## src/rtl/n64_vdemux_pkg.sv

```systemverilog
// rtl/n64_vdemux_pkg.sv - shared widths, FSM encoding and helpers for the N64 video demux
package n64_vdemux_pkg;

    localparam int color_width_i = 7;
    localparam int sync_width    = 4;
    localparam int vdata_width   = 25;

    // Group phase: WAIT idles until a sync slot, then R, G, B slots follow
    typedef enum logic [1:0] {
        ST_WAIT  = 2'd0,
        ST_GET_R = 2'd1,
        ST_GET_G = 2'd2,
        ST_GET_B = 2'd3
    } vdemux_state_e;

    // Error counter increment that sticks at all-ones
    function automatic logic [7:0] sat_inc8(input logic [7:0] v);
        return (v == 8'hFF) ? v : v + 8'd1;
    endfunction

endpackage

```

## src/rtl/n64_vdemux.sv

```systemverilog
// rtl/n64_vdemux.sv - N64 VI 7-bit multiplexed bus to parallel sync/RGB demux
module n64_vdemux
    import n64_vdemux_pkg::*;
#(
    parameter int unsigned LOCK_GROUPS = 4
) (
    input  logic                     VCLK,
    input  logic                     RST,
    input  logic                     nDSYNC,
    input  logic [color_width_i-1:0] D_i,
    output logic [vdata_width-1:0]   vdata_cur_o,
    output logic [vdata_width-1:0]   vdata_pre_o,
    output logic [sync_width-1:0]    Sync_cur,
    output logic [sync_width-1:0]    Sync_pre,
    output logic                     nVDSYNC_o,
    output logic                     lock_o,
    output logic [7:0]               err_cnt_o
);

    localparam logic [3:0] LOCK_MAX = 4'(LOCK_GROUPS);

    // Input stage
    logic [color_width_i-1:0] d_q;
    logic                     nd_q;

    // Decoder state
    vdemux_state_e            state_q,  state_d;
    logic [sync_width-1:0]    sync_q,   sync_d;
    logic [color_width_i-1:0] r_q,      r_d;
    logic [color_width_i-1:0] g_q,      g_d;
    logic [vdata_width-1:0]   cur_q,    cur_d;
    logic [vdata_width-1:0]   pre_q,    pre_d;
    logic                     nvd_q,    nvd_d;
    logic [3:0]               lock_cnt_q, lock_cnt_d;
    logic                     lock_q,   lock_d;
    logic [7:0]               err_q,    err_d;
    // Set while the previous cycle was already a sync-less WAIT cycle, so a
    // long idle run is counted once. Reset sets it so a post-reset idle bus
    // is not reported as a missing sync.
    logic                     miss_seen_q, miss_seen_d;

    logic                     publish;
    logic                     short_grp;
    logic                     miss_sync;
    logic                     malformed;

    // Register the raw pins; all decoding works on these copies
    always_ff @(posedge VCLK) begin
        if (RST) begin
            d_q  <= '0;
            nd_q <= 1'b1;
        end else begin
            d_q  <= D_i;
            nd_q <= nDSYNC;
        end
    end

    // Group-phase FSM, slot capture, publish and error/lock bookkeeping
    always_comb begin
        state_d     = state_q;
        sync_d      = sync_q;
        r_d         = r_q;
        g_d         = g_q;
        cur_d       = cur_q;
        pre_d       = pre_q;
        nvd_d       = 1'b1;
        miss_seen_d = 1'b0;
        publish     = 1'b0;
        short_grp   = 1'b0;
        miss_sync   = 1'b0;

        if (!nd_q) begin
            // A sync slot always starts a new group; mid-group it also
            // discards the partial group in the same cycle.
            state_d   = ST_GET_R;
            sync_d    = d_q[sync_width-1:0];
            short_grp = (state_q != ST_WAIT);
        end else begin
            case (state_q)
                ST_WAIT: begin
                    miss_sync   = !miss_seen_q;
                    miss_seen_d = 1'b1;
                end
                ST_GET_R: begin
                    r_d     = d_q;
                    state_d = ST_GET_G;
                end
                ST_GET_G: begin
                    g_d     = d_q;
                    state_d = ST_GET_B;
                end
                ST_GET_B: begin
                    publish = 1'b1;
                    pre_d   = cur_q;
                    cur_d   = {sync_q, r_q, g_q, d_q};
                    nvd_d   = 1'b0;
                    state_d = ST_WAIT;
                end
                default: state_d = ST_WAIT;
            endcase
        end

        malformed = short_grp | miss_sync;
        err_d     = malformed ? sat_inc8(err_q) : err_q;

        if (malformed) begin
            lock_cnt_d = 4'd0;
        end else if (publish && (lock_cnt_q != LOCK_MAX)) begin
            lock_cnt_d = lock_cnt_q + 4'd1;
        end else begin
            lock_cnt_d = lock_cnt_q;
        end

        // Lock follows the counter one edge late, but a malformed event
        // drops it immediately alongside the counter clear.
        lock_d = malformed ? 1'b0 : (lock_cnt_q == LOCK_MAX);
    end

    // Decoder state registers
    always_ff @(posedge VCLK) begin
        if (RST) begin
            state_q     <= ST_WAIT;
            sync_q      <= '0;
            r_q         <= '0;
            g_q         <= '0;
            cur_q       <= '0;
            pre_q       <= '0;
            nvd_q       <= 1'b1;
            lock_cnt_q  <= 4'd0;
            lock_q      <= 1'b0;
            err_q       <= 8'd0;
            miss_seen_q <= 1'b1;
        end else begin
            state_q     <= state_d;
            sync_q      <= sync_d;
            r_q         <= r_d;
            g_q         <= g_d;
            cur_q       <= cur_d;
            pre_q       <= pre_d;
            nvd_q       <= nvd_d;
            lock_cnt_q  <= lock_cnt_d;
            lock_q      <= lock_d;
            err_q       <= err_d;
            miss_seen_q <= miss_seen_d;
        end
    end

    assign vdata_cur_o = cur_q;
    assign vdata_pre_o = pre_q;
    assign Sync_cur    = cur_q[vdata_width-1 -: sync_width];
    assign Sync_pre    = pre_q[vdata_width-1 -: sync_width];
    assign nVDSYNC_o   = nvd_q;
    assign lock_o      = lock_q;
    assign err_cnt_o   = err_q;

endmodule
```

## config.mk

```make
export PLATFORM = sky130hd
export DESIGN_NAME = n64_vdemux
export DESIGN_NICKNAME = d
export VERILOG_FILES = /design/src/rtl/n64_vdemux_pkg.sv /design/src/rtl/n64_vdemux.sv
export SDC_FILE = /design/constraint.sdc
export NUM_CORES = 1
export LEC_CHECK = 0
export ABC_AREA = 0
export CORE_MARGIN = 10
export CORE_UTILIZATION = 65
export CTS_BUF_LIST = sky130_fd_sc_hd__clkbuf_4
export DETAILED_ROUTE_END_ITERATION = 7
export DONT_BUFFER_PORTS = 1
export PLACE_DENSITY = 0.85
export SLEW_MARGIN = 10
export SYNTH_ARGS = -nofsm -noshare
export SYNTH_HDL_FRONTEND = slang
export SYNTH_SLANG_ARGS = --single-unit
export TNS_END_PERCENT = 1
```

## constraint.sdc

```tcl
create_clock -name VCLK -period 3.8 [get_ports VCLK]
set_input_delay 0.76 -clock VCLK [delete_from_list [all_inputs] [get_ports VCLK]]
set_output_delay 0.76 -clock VCLK [all_outputs]
set_load 0.01 [all_outputs]
```

==> impl_metrics.env <==
export IMPL_status="complete, no violations"
export IMPL_r2r_start="nd_q$_SDFF_PP1_"
export IMPL_final_area_mm2=0.003465
export IMPL_wl_per_cell_um=15.29
export IMPL_hold_buffers=0
export IMPL_antenna_found_initial=0
export IMPL_place_worst_setup_slack_ns=1.807
export IMPL_hold_path_class="in2reg"
export IMPL_die_area_mm2=0.008505
export IMPL_holdCritStartpoint="RST"
export IMPL_htreeDepth=3
export IMPL_place_area_mm2=0.003318
export IMPL_reg2regPathDepth=4
export IMPL_ff2ff_setup_slack_ns=1.76
export IMPL_drt_pass1_iterations=4
export IMPL_yosysMostFrequentCell="nand2_1"
export IMPL_die_w_um=92.23
export IMPL_avgSynthCellArea_um2=8.717
export IMPL_overflow=0
export IMPL_whs_endpoint="d_q[3]$_SDFF_PP0_"
export IMPL_clk_pin_slew_ns=0.14
export IMPL_holdPathStages=1
export IMPL_crit_path_cell_trace="and3_2 -> nand4_1 -> or3_1 -> a211oi_1"
export IMPL_grt_max_degree=95
export IMPL_fin_crit_ns=2.041
export IMPL_crit_family="simple AND/OR/NAND/NOR gates"
export IMPL_critPathKind="reg2reg"
export IMPL_critPathCaptureType="flop"
export IMPL_cp_arrival_ns=2.40
export IMPL_netlist_area_mm2=0.003391
export IMPL_clock_sinks=93
export IMPL_slowest_delay_ns=0.63
export IMPL_grtUsageTotal_pct=15.81
export IMPL_cts_buffers=9
export IMPL_syn_nets=402
export IMPL_io_pins=78
export IMPL_crit_required_ns=4.16
export IMPL_hold_viol_final=0
export IMPL_antenna_cells=0
export IMPL_synth_seq_cells=93
export IMPL_ys_types=34
export IMPL_drcViolationCount=0
export IMPL_synth_commonest_cells="nand2_1 (105), dfxtp_1 (93), a21oi_1 (56), nor2_1 (24)"
export IMPL_max_freq_mhz=490.0
export IMPL_period_share_pct=53.71
export IMPL_crit_buf_inv=0
export IMPL_cp_max_fo=26
export IMPL_layout_nets=379
export IMPL_r2r_end="lock_cnt_q[3]$_SDFFE_PP0P_"
export IMPL_final_max_slew_viol_count=0
export IMPL_via_count=2455
export IMPL_ir_worst_vdd_mv=0.3057
export IMPL_fin_ws_ns=1.759
export IMPL_synthArstFlopShare_pct=0
export IMPL_cts_root_buffer="clkbuf_4"
export IMPL_initial_utilization_pct=66.81
export IMPL_port_buffers=0
export IMPL_grt_pass1_wl_um=11000
export IMPL_fillers=436
export IMPL_setup_viol_count_final=0
export IMPL_tns_ns=0
export IMPL_p_per_area_mw_per_mm2=458.1
export IMPL_dpl_hpwl_um=4441
export IMPL_synth_edf_count=0
export IMPL_fin_hold_ws_ns=0.3929
export IMPL_synth_area_leaders="dfxtp_1 (55%), nand2_1 (12%), a21oi_1 (8.3%), mux2i_1 (5.9%), nor2_1 (2.7%)"
export IMPL_ys_seq_area_share_pct=54.91
export IMPL_routed_wl_um=6741
export IMPL_slew_headroom_pct=36.62
export IMPL_core_mm2=0.005075
export IMPL_grt_pass1_vias=2302
export IMPL_final_antenna_net_count=0
export IMPL_globalplace_congestion=0.7627
export IMPL_max_clock_path_buffers=2
export IMPL_insertion_delay_ns=0.44
export IMPL_maxCapViolations=0
export IMPL_syn_instance_count=389
export IMPL_drive_gt1_share_pct=6.199
export IMPL_worstMarginPinSlew_ns=0.9497
export IMPL_viasPerCell=5.567
export IMPL_yosys_area_top_type="dfxtp_1"
export IMPL_cts_tree="yes"
export IMPL_start_kind="flop"
export IMPL_ys_warn_count=0
export IMPL_rows=26
export IMPL_rsz0062_at_grt="no"
export IMPL_postCtsResizedCells=0
export IMPL_synth_ff_type="dfxtp_1"
export IMPL_slowest_stage="dfxtp_1"
export IMPL_synth_top_area_share_pct=54.91
export IMPL_fp_dieH_um=92.23
export IMPL_syn_to_final_growth_pct=2.177
export IMPL_postCtsSetupBuffers=0
export IMPL_power_leakage_nw=1.281
export IMPL_initialDrtViolationCount=128
export IMPL_finalClockSkew_ns=0.01683
## area by class of cell
type                       count  area [um^2]  share of cell area (%)
inverter                       4        15.01                  0.4334
tap                           70        87.58                   2.528
timing repair buffer           1        7.507                  0.2167
multi-input combinational    257         1346                   38.86
clock inverter                 6        71.32                   2.059
sequential                    93         1862                   53.74
clock buffer                  10        75.07                   2.167
## sequential cells by signal, summed over array words and instances, names as in the netlist
name         count
nVDSYNC_o        1
g_q              7
miss_seen_q      1
state_q          2
vdata_cur_o     25
nd_q             1
r_q              7
d_q              7
err_cnt_o        8
lock_o           1
sync_q           4
lock_cnt_q       4
vdata_pre_o     25
## layer usage
metal	part of all wire [%]	routed length, um	GRT usage, %
met1	42	2820	18.85
met2	48	3241	24.24
met3	8.7	586	7.090
met4	1.3	91	6.555
met5	0	0	0
## power by group
| part | internal [mW] | total, mW | switching, mW |
|---|---|---|---|
| combinational | 0.0196 | 0.0405 | 0.0209 |
| clock | 0.212 | 0.540 | 0.328 |
| sequential | 0.989 | 1.01 | 0.0174 |
## worst register-to-register path: cells and delay by family (launching register included)
kind            cells  cell delay [ns]
flops               1             0.63
compound gates      1             0.20
simple gates        3             1.13
## kinds of logic (layout without fill, tap and decap cells)
group,after synthesis,in the layout,share of synthesized area (%)
mux,21,21,6.236
flops,93,93,54.91
simple gates,165,165,21.03
buf+inv,39,21,5.571
xor+xnor,4,4,1.033
fa+ha+maj,3,3,1.107
compound gates,64,64,10.11
## through the flow
stage	power (mW)	utilization [%]	std cells
final	1.587	68.27	441
after global routing	1.644	68.27	441
after CTS	1.596	68.27	441
after detailed placement	1.068	65.38	425
after global placement	1.065	65.38	425
after floorplan	1.072	-	389
## layout by cell type (no fill, tap or decap), types with 2 or more instances in the layout
| cell type | count |
|---|---|
| nand2_1 | 105 |
| dfxtp_1 | 93 |
| a21oi_1 | 56 |
| nor2_1 | 24 |
| mux2i_1 | 20 |
| clkbuf_4 | 10 |
| nor2b_1 | 8 |
| nor3_1 | 6 |
| inv_1 | 4 |
| nand3b_1 | 3 |
| nand3_1 | 3 |
| nand4_1 | 3 |
| or3_1 | 3 |
| ha_1 | 3 |
| xor2_1 | 2 |
| xnor2_1 | 2 |
| and3_1 | 2 |
| o21ai_0 | 2 |
| nand2b_1 | 2 |
| clkinv_4 | 2 |
| clkinvlp_4 | 2 |
## worst max path at each step
stage,slack [ns],cells after the start,from,end
2_1_floorplan,2.15,5,state_q[0]$_SDFFE_PP0P_,err_cnt_o[4]$_SDFFE_PP0P_
3_3_place_gp,1.87,3,nd_q$_SDFF_PP1_,vdata_cur_o[21]$_SDFFE_PP0P_
3_5_place_dp,1.81,3,nd_q$_SDFF_PP1_,vdata_cur_o[14]$_SDFFE_PP0P_
4_1_cts,1.78,4,nd_q$_SDFF_PP1_,lock_cnt_q[3]$_SDFFE_PP0P_
5_1_grt,1.55,3,nd_q$_SDFF_PP1_,vdata_cur_o[11]$_SDFFE_PP0P_
6_report,1.76,4,nd_q$_SDFF_PP1_,lock_cnt_q[3]$_SDFFE_PP0P_
Power figures use the tool's default switching activity.
